`src/rtl/cdc_pkg.sv`:
```
// Shared CDC constants: default synchronizer depth, default bus width and minimum legal depth.
package cdc_pkg;

  localparam int unsigned DSYNC_NUM_STAGES_DEF = 2;
  localparam int unsigned DSYNC_BUS_WIDTH_DEF  = 8;
  localparam int unsigned DSYNC_MIN_STAGES     = 2;

endpackage : cdc_pkg

```
`src/rtl/data_sync_pulse_if.sv`:
```
// Source-to-destination bus crossing signals for data_sync_pulse.
// BUS_ERR only exists when DSYNC_ERR_EN is defined.
interface data_sync_pulse_if #(
  parameter int unsigned BUS_WIDTH = cdc_pkg::DSYNC_BUS_WIDTH_DEF
);

  logic [BUS_WIDTH-1:0] UNSYNC_BUS;
  logic                 BUS_ENABLE;
  logic [BUS_WIDTH-1:0] SYNC_BUS;
  logic                 ENABLE_PULSE;
`ifdef DSYNC_ERR_EN
  logic                 BUS_ERR;
`endif

  modport master (
    output UNSYNC_BUS,
    output BUS_ENABLE,
    input  SYNC_BUS,
`ifdef DSYNC_ERR_EN
    input  BUS_ERR,
`endif
    input  ENABLE_PULSE
  );

  modport slave (
    input  UNSYNC_BUS,
    input  BUS_ENABLE,
    output SYNC_BUS,
`ifdef DSYNC_ERR_EN
    output BUS_ERR,
`endif
    output ENABLE_PULSE
  );

endinterface : data_sync_pulse_if

```
`src/rtl/bit_sync_chain.sv`:
```
// Single-bit multi-flop synchronizer: NUM_STAGES flops shifting d_i to q_o, async active-low reset.
module bit_sync_chain
  import cdc_pkg::*;
#(
  parameter int unsigned NUM_STAGES = DSYNC_NUM_STAGES_DEF
) (
  input  logic clk_i,
  input  logic rst_ni,
  input  logic d_i,
  output logic q_o
);

  logic [NUM_STAGES-1:0] sync_q;
  logic [NUM_STAGES-1:0] sync_d;

  always_comb begin
    sync_d = {sync_q[NUM_STAGES-2:0], d_i};
  end

  always_ff @(posedge clk_i or negedge rst_ni) begin
    if (!rst_ni) begin
      sync_q <= '0;
    end else begin
      sync_q <= sync_d;
    end
  end

  assign q_o = sync_q[NUM_STAGES-1];

endmodule : bit_sync_chain

```
`src/rtl/data_sync_pulse.sv`:
```
// Multi-bit CDC receiver: synchronizes a level enable, captures the bus on its rising edge and
// emits a one-cycle ENABLE_PULSE. Optional sticky hold-window check enabled by DSYNC_ERR_EN.
module data_sync_pulse
  import cdc_pkg::*;
#(
  parameter int unsigned NUM_STAGES = DSYNC_NUM_STAGES_DEF,
  parameter int unsigned BUS_WIDTH  = DSYNC_BUS_WIDTH_DEF
) (
  input  logic                     CLK,
  input  logic                     RST,
  data_sync_pulse_if.slave         dsync
);

  if (NUM_STAGES < DSYNC_MIN_STAGES) begin : g_stage_chk
    $fatal(1, "data_sync_pulse: NUM_STAGES below DSYNC_MIN_STAGES");
  end

  logic                 en_s;
  logic                 rise;
  logic                 pulse_q,        pulse_d;
  logic                 enable_pulse_q, enable_pulse_d;
  logic [BUS_WIDTH-1:0] sync_bus_q,     sync_bus_d;

  bit_sync_chain #(
    .NUM_STAGES (NUM_STAGES)
  ) u_en_sync (
    .clk_i  (CLK),
    .rst_ni (RST),
    .d_i    (dsync.BUS_ENABLE),
    .q_o    (en_s)
  );

  always_comb begin
    rise           = en_s & ~pulse_q;
    pulse_d        = en_s;
    enable_pulse_d = rise;
    sync_bus_d     = rise ? dsync.UNSYNC_BUS : sync_bus_q;
  end

  always_ff @(posedge CLK or negedge RST) begin
    if (!RST) begin
      pulse_q        <= 1'b0;
      enable_pulse_q <= 1'b0;
      sync_bus_q     <= '0;
    end else begin
      pulse_q        <= pulse_d;
      enable_pulse_q <= enable_pulse_d;
      sync_bus_q     <= sync_bus_d;
    end
  end

  assign dsync.SYNC_BUS     = sync_bus_q;
  assign dsync.ENABLE_PULSE = enable_pulse_q;

`ifdef DSYNC_ERR_EN
  logic bus_err_q, bus_err_d;

  // Bus must match the captured value for as long as the synchronized enable stays high.
  always_comb begin
    bus_err_d = bus_err_q | (en_s & pulse_q & (dsync.UNSYNC_BUS != sync_bus_q));
  end

  always_ff @(posedge CLK or negedge RST) begin
    if (!RST) begin
      bus_err_q <= 1'b0;
    end else begin
      bus_err_q <= bus_err_d;
    end
  end

  assign dsync.BUS_ERR = bus_err_q;
`endif

endmodule : data_sync_pulse

```
`src/flat_wrapper.sv`:
```
// flat-port wrapper written by rule: the top's interface ports become plain ports
module data_sync_pulse_flat import cdc_pkg::*;
#(
  parameter int unsigned NUM_STAGES = DSYNC_NUM_STAGES_DEF,
  parameter int unsigned BUS_WIDTH  = DSYNC_BUS_WIDTH_DEF
)
  (CLK, RST, dsync_UNSYNC_BUS, dsync_BUS_ENABLE, dsync_SYNC_BUS, dsync_ENABLE_PULSE);
  data_sync_pulse_if #(.BUS_WIDTH(BUS_WIDTH)) dsync_i ();
  input  logic CLK;
  input  logic RST;
  input wire logic [$bits(dsync_i.UNSYNC_BUS)-1:0] dsync_UNSYNC_BUS;
  input wire logic [$bits(dsync_i.BUS_ENABLE)-1:0] dsync_BUS_ENABLE;
  output wire logic [$bits(dsync_i.SYNC_BUS)-1:0] dsync_SYNC_BUS;
  output wire logic [$bits(dsync_i.ENABLE_PULSE)-1:0] dsync_ENABLE_PULSE;
  assign dsync_i.UNSYNC_BUS = dsync_UNSYNC_BUS;
  assign dsync_i.BUS_ENABLE = dsync_BUS_ENABLE;
  assign dsync_SYNC_BUS = dsync_i.SYNC_BUS;
  assign dsync_ENABLE_PULSE = dsync_i.ENABLE_PULSE;
  data_sync_pulse #(.NUM_STAGES(NUM_STAGES), .BUS_WIDTH(BUS_WIDTH)) u_core (.CLK(CLK), .RST(RST), .dsync(dsync_i));
endmodule
```
`config.mk`:
```
export PLATFORM = sky130hd
export DESIGN_NAME = data_sync_pulse_flat
export DESIGN_NICKNAME = d
export VERILOG_FILES = /design/src/rtl/cdc_pkg.sv /design/src/rtl/data_sync_pulse_if.sv /design/src/rtl/bit_sync_chain.sv /design/src/rtl/data_sync_pulse.sv /design/src/flat_wrapper.sv
export SDC_FILE = /design/constraint.sdc
export NUM_CORES = 1
export LEC_CHECK = 0
export ABC_AREA = 0
export BUFFER_PORTS_ARGS = -buffer_cell sky130_fd_sc_hd__clkbuf_2
export CORE_AREA = 2 2 39 41
export DETAILED_ROUTE_END_ITERATION = 6
export DIE_AREA = 0 0 41 43
export GPL_ROUTABILITY_DRIVEN = 0
export GPL_TIMING_DRIVEN = 0
export PLACE_DENSITY = 0.71
export SLEW_MARGIN = 20
export SYNTH_ARGS = -nofsm -noshare
export SYNTH_HDL_FRONTEND = slang
export SYNTH_HIERARCHICAL = 1
export SYNTH_SLANG_ARGS = --single-unit
```
`constraint.sdc`:
```
create_clock -name CLK -period 1.5 [get_ports CLK]
set_clock_uncertainty 0.1 [all_clocks]
set_input_delay 0 -clock CLK [delete_from_list [all_inputs] [get_ports CLK]]
set_output_delay 0 -clock CLK [all_outputs]
set_load 0.005 [all_outputs]
```
# == After elaboration in Yosys (flattened, before gate mapping) ==
# Cells that the tools add are included.
# word_totals
ff_bits,12
latch_bits,0
mem_bits_rw,0
romBits,0
inputBits,11
output_inout_bits,9
wordCells,6
memories,0
# classes
n_addsub,0
n_mul,0
n_div,0
n_lt_le_gt_ge,0
n_eq_ne,0
n_shift,0
muxes,0
bitwise,2
reduce_logical,0
# op_table
op,n
$and A1 B1 Y1,1
$not A1 Y1,1

# == Longest topological paths before layout ==
# Gate-level depths: netlist (run 1).
# logic_depth
word_depth,2
depth_mapped,3
mapped_depth_nobuf,2

# == Cells and area by module ==
# The synthesis (run 1) kept the hierarchy.
# modules_own_cells
module,n_inst,cells_each,area_each_um2,seq_area_each_um2
data_sync_pulse,1,20,404.1,250.2
bit_sync_chain,1,2,50.0,50.0

# == Worst setup path after synthesis (run 1) ==
# No wires, ideal clock.
# synth_path
path_type,register -> register
from,register u_core.pulse_q
to,"register u_core.sync_bus_q[0], in the netlist u_core/dsync.SYNC_BUS[0]"
setup_ps,125
t_arrival_ps,918
slack_ps,357
stages_incl_launch_ff,4
n_path_buf,1
path_cell_list,dfrtp_1 > nor2b_4 > buf_12 > mux2_4
# synth_between
elab_chain_cells,2
# synth_rtl
element,line,source
"start, declared",data_sync_pulse.sv:20,"logic pulse_q, pulse_d;"
"start signal, assigned",data_sync_pulse.sv:46,pulse_q <= pulse_d;
$not A1 Y1,data_sync_pulse.sv:34,rise = en_s & ~pulse_q;
$and A1 B1 Y1,data_sync_pulse.sv:34,
named net u_core.enable_pulse_d,data_sync_pulse.sv:21,"logic enable_pulse_q, enable_pulse_d;"
"end signal, assigned",data_sync_pulse.sv:48,sync_bus_q <= sync_bus_d;
"end, declared",data_sync_pulse.sv:22,"logic [BUS_WIDTH-1:0] sync_bus_q, sync_bus_d;"
# The timed path passes the listed nets, and every way through them passes these cells.
# A chain may end at the register's enable or synchronous reset.

# == Worst setup path after layout (run 1) ==
# Same ends and word-level chain as after synthesis.

==> results of run 1 <==
[Yosys cell counts (all sizes together)]
cell type / instances
mux2: 8
buf: 1
nor2b: 1
dfrtp: 12
[routing by layer]
layer	vias to the layer above	GRT usage (%)	wire, µm
met5	-	0	0
met4	0	8.00	0
met3	0	6.28	34
met2	7	18.1	429
met1	146	15.8	319
li1	140	-	-
[per-stage QoR]
stage               setup slack, ns  std cells  instance area, µm²
CTS                           0.311         70                 692
global placement              0.333         57                 569
detailed placement            0.328         57                 569
floorplan                     0.357         22                 454
finish                        0.322         70                 692
global route                  0.288         70                 692
[cells by family after synthesis]
| family | count (synthesis) | share of synthesized area [%] |
|---|---|---|
| flops | 12 | 66.1 |
| buf+inv | 1 | 4.41 |
| mux | 8 | 26.4 |
| simple gates | 1 | 3.03 |
[registers in the layout, indices dropped and copies added (netlist names)]
signal,cells
u_core/pulse_q,1
u_core/u_en_sync/sync_q,2
u_core/dsync.SYNC_BUS,8
u_core/dsync.ENABLE_PULSE,1
[path summary, 6_finish.rpt]
| path | slack (ns) | to | startpoint |
|---|---|---|---|
| hold reg to reg | 0.25 | u_core/u_en_sync/sync_q[1]$_DFF_PN0_ | u_core/u_en_sync/sync_q[0]$_DFF_PN0_ |
| min in group CLK | 0.25 | u_core/u_en_sync/sync_q[1]$_DFF_PN0_ | u_core/u_en_sync/sync_q[0]$_DFF_PN0_ |
| setup reg to reg | 0.32 | u_core/dsync.SYNC_BUS[0]$_DFFE_PN0P_ | u_core/pulse_q$_DFF_PN0_ |
| max in group asynchronous | 1.02 | u_core/dsync.SYNC_BUS[1]$_DFFE_PN0P_ | RST |
| setup / recovery | 0.32 | u_core/dsync.SYNC_BUS[0]$_DFFE_PN0P_ | u_core/pulse_q$_DFF_PN0_ |
| hold / removal | 0.05 | u_core/dsync.SYNC_BUS[4]$_DFFE_PN0P_ | RST |
[final cells by class]
| class | instances | area [µm²] | area share [%] |
|---|---|---|---|
| clock buffers | 3 | 22.5 | 3.25 |
| flip-flops and latches | 12 | 300 | 43.4 |
| well taps | 16 | 20.0 | 2.89 |
| repair buffers | 29 | 195 | 28.2 |
| plain buffers | 1 | 20.0 | 2.89 |
| multi-input cells | 9 | 134 | 19.3 |
[worst reg2reg max path, cell delays in order, from the launching register on]
cell and delay, ns:
dfrtp_1 0.39, nor2b_4 0.13, buf_12 0.14, mux2_4 0.30
[power by group through the flow]
stage | Sequential, mW | Combinational, mW | Clock [mW]
global placement | 0.385 | 0.121 | 0
CTS | 0.382 | 0.144 | 0.193
finish | 0.380 | 0.142 | 0.184
global route | 0.388 | 0.156 | 0.219
floorplan | 0.388 | 0.0624 | 0
detailed placement | 0.387 | 0.123 | 0
==> flow_summary.toml, run 1 <==
[detailed_routing]
wire_per_inst_um = 11.2
dr.first_iter.drc_count = 0
first_pass_iters = 1
final_antenna_net_count = 0
routed_wl_um = 783
num_vias = 293
drc = 0
via_per_inst = 4.19

[die]
core_area_um2 = 1380
row_count = 14
die_area_um2 = 1760
start_util_pct = 32.8
die_x_um = 41
dieHeight_um = 43
ioPinCount = 20

[clock_network]
cts_setup_buffers = 0
cts_resized = 0
clk_root_buffer_cell = "clkbuf_4"
cts.clk_slew.worst_paths_ns = 0.07
htreeDepth = 1
clk_latency_ns = 0.26
cts_tree = "done"
cts_sinks = 12
cts_max_path_buffers = 2
numCtsBuffers = 3
hold_buffers = 10

[finish]
layout_common_cells = "19 x clkbuf_2, 12 x dfrtp_1, 10 x dlygate4sd3_1, 8 x mux2_4, 3 x clkbuf_4"
final_common_cell = "clkbuf_2"
final_util_pct = 50.0
fillers = 113
diodes = 0
finalNetCount = 67
area_delta_synth_final_pct = 52.3
layout-drive-gt1-share_pct = 59.3

[placed_design]
dpl.hpwl_um = 532
portBuffers = 19

[timing]
final_hold_viol_count = 0
finalSetupTns_ns = 0
drv_slew = 0
period_needed_ns = 1.18
fin_crit_sh_pct = 78.6
fmax_ghz = 0.849
rsz0062_at_grt = "no"
setup_violations = 0
worst_pin_slew_ns = 0.297
hold_ws_ns = 0.0486
maxSlewHeadroom_pct = 80.2

[yosys]
syn_inst = 22
synth_nets = 33
syn_avg_cell_area_um2 = 20.6
synth_area_leaders = "dfrtp_1 66%, mux2_4 26%, buf_12 4.4%"
ys.warnings.count = 6
synth_top_area_cell = "dfrtp_1"
syn_area_um2 = 454
synth.top_cell.area_share_pct = 66.1
ys_types = 4
synth-seq-cells = 12
seq_area_frac_synth_pct = 66.1

[power_and_ir_drop]
ir_worst_vdd_mv = 0.371
pwr-share-comb_pct = 20.0
pwr_density_cell_nw_per_um2 = 1020
p_sw_share_pct = 21.9
p_sw_uw = 154
p_leak_nw = 0.352
fin_total_pwr_uw = 706
power.clock.fraction_pct = 26.1
p_int_uw = 552
seqPwrFrac_pct = 53.8

[grt]
grt_pass1_vias = 334
grt_max_degree = 13
gr-total-overflow = 0
grt_pass1_wl_mm = 1.46
grt_usage_pct = 13.1
antenna_found_initial = 0

[setup_path]
cp-end-kind = "flip-flop"
startpoint_type = "flip-flop"
worstSetupPathType = "reg -> reg"
max_stage_delay_ns = 0.39
worstPathMaxFanout = 9
cp_slowest_cell = "dfrtp_1"
worst_r2r_path_depth = 3
required_ns = 1.55
crit_buf_inv = 1
crit_cells = 3
critPathArrivalTime_ns = 1.23
crit_family = "flip-flops"
crit_chain = "nor2b_4 > buf_12 > mux2_4"

[run]
maxCapViolCount = 0

[min_path]
hold_class = "in -> async"

[status]
status = "completed"
(Power assumes the default switching activity.)
==> run 2, diff against run 1 <==
--- a/config.mk
+++ b/config.mk
@@ -12,7 +12,7 @@
 export DIE_AREA = 0 0 41 43
 export GPL_ROUTABILITY_DRIVEN = 0
 export GPL_TIMING_DRIVEN = 0
-export PLACE_DENSITY = 0.71
+export PLACE_DENSITY = 0.73
 export SLEW_MARGIN = 20
 export SYNTH_ARGS = -nofsm -noshare
 export SYNTH_HDL_FRONTEND = slang
==> constraint.sdc (replaced) <==
create_clock -name CLK -period 0.99 [get_ports CLK]
set_clock_uncertainty 0.1 [all_clocks]
set_input_delay 0 -clock CLK [delete_from_list [all_inputs] [get_ports CLK]]
set_output_delay 0 -clock CLK [all_outputs]
set_load 0.005 [all_outputs]
==> flow_summary.toml, run 2 (same netlist as run 1, synthesis figures left out) <==
[setup_path]
worstPathMaxFanout = 9
critPathArrivalTime_ns = 1.23
startpoint_type = "flip-flop"
cp-end-kind = "flip-flop"
worstSetupPathType = "reg -> reg"
required_ns = 1.04
rrSetupSlack_ns = -0.19

[status]
violations = "negative setup slack"
status = "finished with violations"

[detailed_routing]
routed_wl_um = 879
final_antenna_net_count = 0
first_pass_iters = 1
wire_per_inst_um = 12.4
drc = 0
num_vias = 292
dr.first_iter.drc_count = 0
via_per_inst = 4.11

[clock_network]
numCtsBuffers = 3
cts_max_path_buffers = 2
cts_tree = "done"
cts_setup_buffers = 0
clk_root_buffer_cell = "clkbuf_4"
cts_sinks = 12
cts_resized = 0
clk_latency_ns = 0.26
htreeDepth = 1
cts.clk_slew.worst_paths_ns = 0.08

[finish]
finalNetCount = 67
largest_reg_flops = 8
layout_common_cells = "19 x clkbuf_2, 12 x dfrtp_1, 10 x dlygate4sd3_1, 8 x mux2_4, 3 x clkbuf_4"
final_area_um2 = 706
diodes = 0
area_delta_synth_final_pct = 55.4
final_common_cell = "clkbuf_2"
layout-drive-gt1-share_pct = 60.0
fillers = 121

[timing]
finalSetupTns_ns = -1.51
finalWorstSetupSlack_ns = -0.194
worst_pin_slew_ns = 0.293
hold_ws_ns = 0.0407
fmax_ghz = 0.845
rsz0062_at_grt = "yes"
maxSlewHeadroom_pct = 80.5
period_needed_ns = 1.18
final_hold_viol_count = 0
fin_crit_sh_pct = 120
drv_slew = 0
setup_violations = 8

[power_and_ir_drop]
p_leak_nw = 0.360
ir_worst_vdd_mv = 0.737
fin_total_pwr_mw = 1.18
pwr_density_cell_nw_per_um2 = 1670

[die]
die_area_um2 = 1760
row_count = 14
start_util_pct = 32.8
dieHeight_um = 43
ioPinCount = 20
die_x_um = 41
core_area_um2 = 1380

[grt]
grt_pass1_wl_mm = 1.38
grt_pass1_vias = 327
gr-total-overflow = 0
antenna_found_initial = 0
grt_max_degree = 13
grt_usage_pct = 12.2

[min_path]
hold_class = "in -> async"

[placed_design]
placed_cell_area_um2 = 569
dpl.hpwl_um = 586
portBuffers = 19

[run]
maxCapViolCount = 0
[run 2: changes by cell type in the layout (fill, tap and decap cells not counted), sizes merged]
cell / change
clkbuf: +1
[run 2: report_power, final]
group          internal, mW  switching, mW  total [mW]  leakage, nW
combinational         0.149         0.0692       0.219        0.197
clock                 0.223          0.158       0.381       0.0210
sequential            0.546         0.0318       0.578        0.142
[run 2: cell type report]
| cell class | count | area [µm²] | area share [%] |
|---|---|---|---|
| buffer | 1 | 20.0 | 2.84 |
| timing repair buffer | 29 | 195 | 27.7 |
| multi-input combinational | 9 | 134 | 19.0 |
| tap | 16 | 20.0 | 2.84 |
| sequential | 12 | 300 | 42.6 |
| clock buffer | 4 | 36.3 | 5.14 |
[run 2: final timing paths]
| check | cells past startpoint | start | endpoint |
|---|---|---|---|
| hold / removal | 2 | RST | u_core/dsync.SYNC_BUS[4]$_DFFE_PN0P_ |
| setup reg to reg | 3 | u_core/pulse_q$_DFF_PN0_ | u_core/dsync.SYNC_BUS[7]$_DFFE_PN0P_ |
| setup / recovery | 3 | u_core/pulse_q$_DFF_PN0_ | u_core/dsync.SYNC_BUS[7]$_DFFE_PN0P_ |
| max in group asynchronous | 2 | RST | u_core/dsync.SYNC_BUS[6]$_DFFE_PN0P_ |
| min in group CLK | 0 | u_core/u_en_sync/sync_q[0]$_DFF_PN0_ | u_core/u_en_sync/sync_q[1]$_DFF_PN0_ |
| hold reg to reg | 0 | u_core/u_en_sync/sync_q[0]$_DFF_PN0_ | u_core/u_en_sync/sync_q[1]$_DFF_PN0_ |
[run 2: critical path, cell delays in order (launching register included)]
cell and delay [ns]:
dfrtp_1 0.40, nor2b_4 0.13, buf_12 0.14, mux2_4 0.30
[run 2: per-layer routing]
metal	wire, µm	vias to the layer above	track usage (%)
li1	-	139	-
met1	349	148	14.2
met2	499	5	19.7
met3	30	0	3.14
met4	0	0	6.00
met5	0	-	0
[run 2: metrics by stage]
step	setup WS [ns]	utilization, %	cells
after floorplan	-0.153	-	22
after global placement	-0.177	41.1	57
after detailed placement	-0.186	41.1	57
after CTS	-0.201	51.0	71
after global routing	-0.233	51.0	71
final	-0.194	51.0	71
[run 2: timing repair]
item	4_1_cts	5_1_grt
hold buffers	10	0
pin swaps	0	0
endpoints found under the setup margin	8	8
hold endpoints to repair	21	0
